[config.mk]
export PLATFORM = sky130hd
export DESIGN_NAME = sdram_burst_scheduler
export DESIGN_NICKNAME = d
export VERILOG_FILES = /design/src/rtl/sdram_burst_scheduler.sv
export SDC_FILE = /design/constraint.sdc
export NUM_CORES = 1
export LEC_CHECK = 0
export ABC_CLOCK_PERIOD_IN_PS = 3190
export BUFFER_PORTS_ARGS = -buffer_cell sky130_fd_sc_hd__buf_4
export CELL_PAD_IN_SITES_DETAIL_PLACEMENT = 0
export CELL_PAD_IN_SITES_GLOBAL_PLACEMENT = 1
export CORE_MARGIN = 5
export CORE_UTILIZATION = 34
export CTS_CLUSTER_SIZE = 28
export DETAILED_ROUTE_END_ITERATION = 8
export GPL_ROUTABILITY_DRIVEN = 0
export PLACE_DENSITY_LB_ADDON = 0.1
export SYNTH_ARGS = -nofsm -noshare
export SYNTH_HDL_FRONTEND = slang
export SYNTH_SLANG_ARGS = --single-unit
export TNS_END_PERCENT = 10
[constraint.sdc]
create_clock -name clk -period 3.19 [get_ports clk]
set_input_delay 0.319 -clock clk [delete_from_list [all_inputs] [get_ports clk]]
set_output_delay 0.319 -clock clk [all_outputs]
set_load 0.01 [all_outputs]
[src/rtl/sdram_burst_scheduler.sv]
// Picks the next wrap-4 burst or auto-refresh for the single SDRAM command engine.
// Masters are served round-robin; refresh wins whenever the scheduler is idle.
module sdram_burst_scheduler #(
    parameter int N_MASTERS      = 2,
    parameter int W_MASTER       = 1,
    parameter int W_ADDR         = 25,
    parameter int W_REFRESH_CNT  = 12,
    parameter int W_REFRESH_PEND = 3
) (
    input  logic                          clk,
    input  logic                          rst,
    input  logic [N_MASTERS-1:0]          req_valid,
    input  logic [N_MASTERS-1:0]          req_write,
    input  logic [N_MASTERS*W_ADDR-1:0]   req_addr,
    output logic [N_MASTERS-1:0]          req_ready,
    output logic                          cmd_valid,
    input  logic                          cmd_ready,
    output logic                          cmd_refresh,
    output logic                          cmd_write,
    output logic [W_ADDR-1:0]             cmd_addr,
    output logic [W_MASTER-1:0]           cmd_master,
    input  logic                          cmd_done,
    input  logic                          cfg_refresh_en,
    input  logic [W_REFRESH_CNT-1:0]      cfg_refresh_interval,
    output logic [W_REFRESH_PEND-1:0]     refresh_pending,
    output logic                          refresh_overflow,
    output logic [1:0]                    dbg_state
);

    localparam logic [1:0] S_IDLE  = 2'd0;
    localparam logic [1:0] S_ISSUE = 2'd1;
    localparam logic [1:0] S_BUSY  = 2'd2;
    localparam logic [W_REFRESH_PEND-1:0] PEND_MAX = '1;

    logic [1:0]                state_q, state_d;
    logic [W_MASTER-1:0]       rr_q, rr_d;
    logic                      cmd_refresh_q, cmd_refresh_d;
    logic                      cmd_write_q, cmd_write_d;
    logic [W_ADDR-1:0]         cmd_addr_q, cmd_addr_d;
    logic [W_MASTER-1:0]       cmd_master_q, cmd_master_d;
    logic [W_REFRESH_CNT-1:0]  refresh_cnt_q, refresh_cnt_d;
    logic [W_REFRESH_PEND-1:0] pend_q, pend_d;
    logic                      ovf_q, ovf_d;

    logic                      sel_found;
    logic [W_MASTER-1:0]       sel_idx;
    logic                      sel_write;
    logic [W_ADDR-1:0]         sel_addr;
    logic                      accept;
    logic                      refresh_accept;
    logic                      tick;

    // Handshake: a command transfers on the cycle where cmd_valid && cmd_ready;
    // cmd_* hold steady until then, and req_ready pulses in that same cycle.
    assign accept         = (state_q == S_ISSUE) && cmd_ready;
    assign refresh_accept = accept && cmd_refresh_q;
    assign tick           = cfg_refresh_en && (refresh_cnt_q == '0);

    // Outer loop is search distance from the RR pointer, so the nearest requester wins.
    always_comb begin
        sel_found = 1'b0;
        sel_idx   = '0;
        for (int k = 0; k < N_MASTERS; k++) begin
            for (int i = 0; i < N_MASTERS; i++) begin
                if (!sel_found && req_valid[i] && (i == (int'(rr_q) + k) % N_MASTERS)) begin
                    sel_found = 1'b1;
                    sel_idx   = W_MASTER'(i);
                end
            end
        end
    end

    always_comb begin
        sel_write = 1'b0;
        sel_addr  = '0;
        for (int i = 0; i < N_MASTERS; i++) begin
            if (sel_idx == W_MASTER'(i)) begin
                sel_write = req_write[i];
                sel_addr  = req_addr[i*W_ADDR +: W_ADDR];
            end
        end
    end

    always_comb begin
        state_d       = state_q;
        rr_d          = rr_q;
        cmd_refresh_d = cmd_refresh_q;
        cmd_write_d   = cmd_write_q;
        cmd_addr_d    = cmd_addr_q;
        cmd_master_d  = cmd_master_q;
        case (state_q)
            S_IDLE: begin
                if (pend_q != '0) begin
                    cmd_refresh_d = 1'b1;
                    cmd_write_d   = 1'b0;
                    cmd_addr_d    = '0;
                    cmd_master_d  = '0;
                    state_d       = S_ISSUE;
                end else if (sel_found) begin
                    cmd_refresh_d = 1'b0;
                    cmd_write_d   = sel_write;
                    cmd_addr_d    = sel_addr;
                    cmd_master_d  = sel_idx;
                    state_d       = S_ISSUE;
                end
            end
            S_ISSUE: begin
                if (cmd_ready) begin
                    if (!cmd_refresh_q) begin
                        rr_d = (cmd_master_q == W_MASTER'(N_MASTERS - 1)) ? '0
                                                                          : cmd_master_q + W_MASTER'(1);
                    end
                    state_d = S_BUSY;
                end
            end
            S_BUSY: begin
                if (cmd_done) begin
                    state_d = S_IDLE;
                end
            end
            default: state_d = S_IDLE;
        endcase
    end

    // A tick and a refresh accept in the same cycle cancel out, without touching overflow.
    always_comb begin
        refresh_cnt_d = (!cfg_refresh_en || tick) ? cfg_refresh_interval : refresh_cnt_q - 1'b1;
        pend_d        = pend_q;
        ovf_d         = ovf_q;
        if (tick && !refresh_accept) begin
            if (pend_q == PEND_MAX) begin
                ovf_d = 1'b1;
            end else begin
                pend_d = pend_q + 1'b1;
            end
        end else if (!tick && refresh_accept) begin
            pend_d = pend_q - 1'b1;
        end
    end

    always_ff @(posedge clk or posedge rst) begin
        if (rst) begin
            state_q       <= S_IDLE;
            rr_q          <= '0;
            cmd_refresh_q <= 1'b0;
            cmd_write_q   <= 1'b0;
            cmd_addr_q    <= '0;
            cmd_master_q  <= '0;
            refresh_cnt_q <= '0;
            pend_q        <= '0;
            ovf_q         <= 1'b0;
        end else begin
            state_q       <= state_d;
            rr_q          <= rr_d;
            cmd_refresh_q <= cmd_refresh_d;
            cmd_write_q   <= cmd_write_d;
            cmd_addr_q    <= cmd_addr_d;
            cmd_master_q  <= cmd_master_d;
            refresh_cnt_q <= refresh_cnt_d;
            pend_q        <= pend_d;
            ovf_q         <= ovf_d;
        end
    end

    always_comb begin
        req_ready = '0;
        for (int i = 0; i < N_MASTERS; i++) begin
            req_ready[i] = accept && !cmd_refresh_q && (cmd_master_q == W_MASTER'(i));
        end
    end

    assign cmd_valid        = (state_q == S_ISSUE);
    assign cmd_refresh      = cmd_refresh_q;
    assign cmd_write        = cmd_write_q;
    assign cmd_addr         = cmd_addr_q;
    assign cmd_master       = cmd_master_q;
    assign refresh_pending  = pend_q;
    assign refresh_overflow = ovf_q;
    assign dbg_state        = state_q;

endmodule

==> run summary <==
The number of failing setup endpoints in the final timing report is 0. The most frequently used flop master after synthesis is dfrtp_1. The critical path data required time was 3420 ps. Compared with the post-synthesis result, the final layout area differs by 42.5%. The count of buffers added on input and output ports is 107. The switching share of total power was 0.376; the count of yosys warnings during synthesis was 0. The type of element launching the critical path was a flop. In this run the post-CTS setup repair buffer count came out at 0. The tools report the overall die area as 0.00875 mm². The commonest cells after synthesis are 47 x dfrtp_1, 47 x nand2_1, 41 x o21ai_0.

Pin count of the biggest net entering global routing: 48. Of all nets on the critical path, the largest fanout is 4. The average via count per standard cell was 4.71; the top-level port count was 108.

The final max-slew violation count is 0. Across the VDD grid, the largest voltage drop is 0.000202 V. Summing every instance area after synthesis gives 0.00237 mm². The run gives 2081 as the number of vias in the routed layout. At the end of the flow, the number of nets in the layout was 419. From bottom edge to top edge, the die measures 93.6 µm. The flow ran to the end, and the final reports show no timing, DRC or antenna violations. After detailed routing, the number of remaining DRC violations is 0. The library cell with the largest summed area after synthesis was dfrtp_1. The diode insertion count for antenna repair is 0, and the synthesized flop and latch total is 47. STA classifies the critical path endpoint as a flop.

The area share of the largest cell type after synthesis was 0.496; the worst-case setup slack after placement was 196 ps. The final cycle utilization of the critical path was 0.938. Post-CTS repair changed the size of 0 cells. Distinct cell type count after synthesis: 41. After synthesis, the mean cell area works out to 9.93 µm². After layout, the worst setup slack is 198 ps. Across the routed clock network, the largest skew measured is 7.04 ps. The clock latency on the worst-skew pair came out at 300 ps.

Cell internal power was estimated by the tool at 1.42 mW. The fmax is 0.334 GHz, and the H-tree depth is 2. The number of nets handed over by synthesis was 313. The number of antenna-violating nets in the routed design is 0, and the power share of the clock group is 0.153. The relative contribution of combinational cells to total power was 0.427; the clock buffer count from CTS was 5. For the initial antenna violation count, the log shows 0. The number of global-route vias before repair is 2195. After detailed routing, the average wire length per cell comes to 14.0 µm. The run gives 10.3 mm as the global-route wire length before repair. The clock period could shrink to 2990 ps. The total detailed-routing wirelength was 6.20 mm. The run gives 4.69 mm as the detailed-placement wirelength estimate. The floorplan has 30 rows. The worst hold-check path type was in -> reg. Type of the worst setup path: reg -> reg. The worst endpoint data arrival time is 3220 ps, and the final count of hold timing violations is 0. The overflow left after global routing was 0; the worst max-slew margin expressed relative to the limit was 0.342. No sink is reached through more buffers than the 2 on the longest clock path.

Counting every instance in the synthesized netlist gives 239. The share of async-settable or async-resettable flops after synthesis came out at 1.00. The number of max-cap violations is 0. The first TritonRoute pass finished after 4 iterations.

The run gives 0.420 as the share of total power in sequential cells. The initial cell density of the core came out at 0.349. The die is 93.6 µm wide. The analysis attributes to cell leakage a power of 1.70 nW. The sequential-to-total area share from yosys stat was 0.496. For this design the total switching power over the nets is 856 µW. After clock tree synthesis, the clock-pin slew on the worst setup and hold paths is 90 ps. The tools report the area inside the core boundary as 0.00679 mm². The tools report the total negative slack for setup checks as 0 ps.

The clock root buffer was clkbuf_8. The count of filler cells inserted in the layout is 681. Global router's overall resource usage: 0.148. Setup repair after global routing left no endpoint under its margin. TritonCTS built the clock tree. The clock drives 47 sinks.

Fraction of layout instances using a drive strength above 1: 0.370. For the pin with the worst max-slew slack, the measured transition is 986 ps. In this run the power density over the cells is 673 mW/mm².

The first routing iteration left 45 violations. For this design, the CTS-stage hold fixing added 0 buffers. After synthesis, the cell types taking the most area are dfrtp_1 50%, mux2i_1 12%, o21ai_0 8.6%. Number of enable flip-flop cells after synthesis: 0.
-- metrics by stage --
step / util / power (mW) / hold slack (ps) / instance area (µm²) / std cells
3_3_place_gp: 0.486 / 1.95 / 463 / 3300 / 434
5_1_grt: 0.498 / 2.47 / 217 / 3380 / 442
6_report: 0.498 / 2.28 / 220 / 3380 / 442
3_5_place_dp: 0.486 / 1.97 / 471 / 3300 / 434
2_1_floorplan: - / 1.44 / 426 / 2370 / 239
4_1_cts: 0.498 / 2.32 / 210 / 3380 / 442
-- state kept, by name (all words and copies together), names as in the netlist --
name              cells
cmd_addr             25
refresh_cnt_q        12
refresh_pending       3
dbg_state             2
cmd_master            1
cmd_refresh           1
cmd_write             1
refresh_overflow      1
rr_q                  1
-- cell type report --
type,count,area [µm²],area share
clock buffer,7,76.3,0.0226
clock inverter,1,5.00,0.00148
inverter,6,22.5,0.00666
multi-input combinational,174,1150,0.340
sequential,47,1180,0.348
tap,96,120,0.0355
timing repair buffer,111,833,0.246
-- power by group through the flow --
stage	combinational, mW	clock (mW)	sequential (mW)
floorplan	0.420	0	1.02
global placement	0.988	0	0.962
detailed placement	0.995	0	0.971
CTS	0.997	0.366	0.959
global route	1.08	0.394	0.991
finish	0.971	0.349	0.955
-- per-layer routing --
layer	track usage	wire length, µm
met5	0	0
met4	0.0397	66
met3	0.0475	495
met2	0.253	2980
met1	0.179	2660
-- critical path, stage by stage (launching register included) --
cell	delay [ps]
dfrtp_1	410
inv_1	90
ha_1	140
or4b_1	530
or4_4	460
nand2b_4	160
fa_1	400
or2_2	320
mux2_1	280
mux2i_1	130
-- placed cells by master (no fill, tap or decap), types with 3 or more instances in the layout --
cell type	count
buf_4	111
clkbuf_8	5
xnor2_1	6
nand3_1	3
o21ai_0	40
inv_1	5
nand2_1	47
dfrtp_1	47
xor2_1	4
nor3_1	3
nor2_1	6
mux2i_1	28
or4_1	3
-- path summary, 6_finish.rpt --
path,from,to,slack [ps],cells past startpoint
setup / recovery,refresh_cnt_q[0],refresh_pending[2],200,9
hold / removal,cfg_refresh_interval[6],refresh_cnt_q[6],220,3
setup reg to reg,refresh_cnt_q[0],refresh_pending[2],200,9
hold reg to reg,cmd_write,cmd_write,480,2
max in group asynchronous,rst,cmd_addr[8],2330,2
min in group asynchronous,rst,cmd_addr[17],260,2
-- logic make-up (layout without fill, tap and decap cells) --
logic type,Yosys count,in the layout,synth area share
compound gates,54,54,0.131
xor+xnor,10,10,0.0369
flops,47,47,0.496
mux,29,29,0.123
fa+ha+maj,3,3,0.0190
buf+inv,18,125,0.0306
simple gates,78,78,0.164
(Power assumes the default switching activity.)
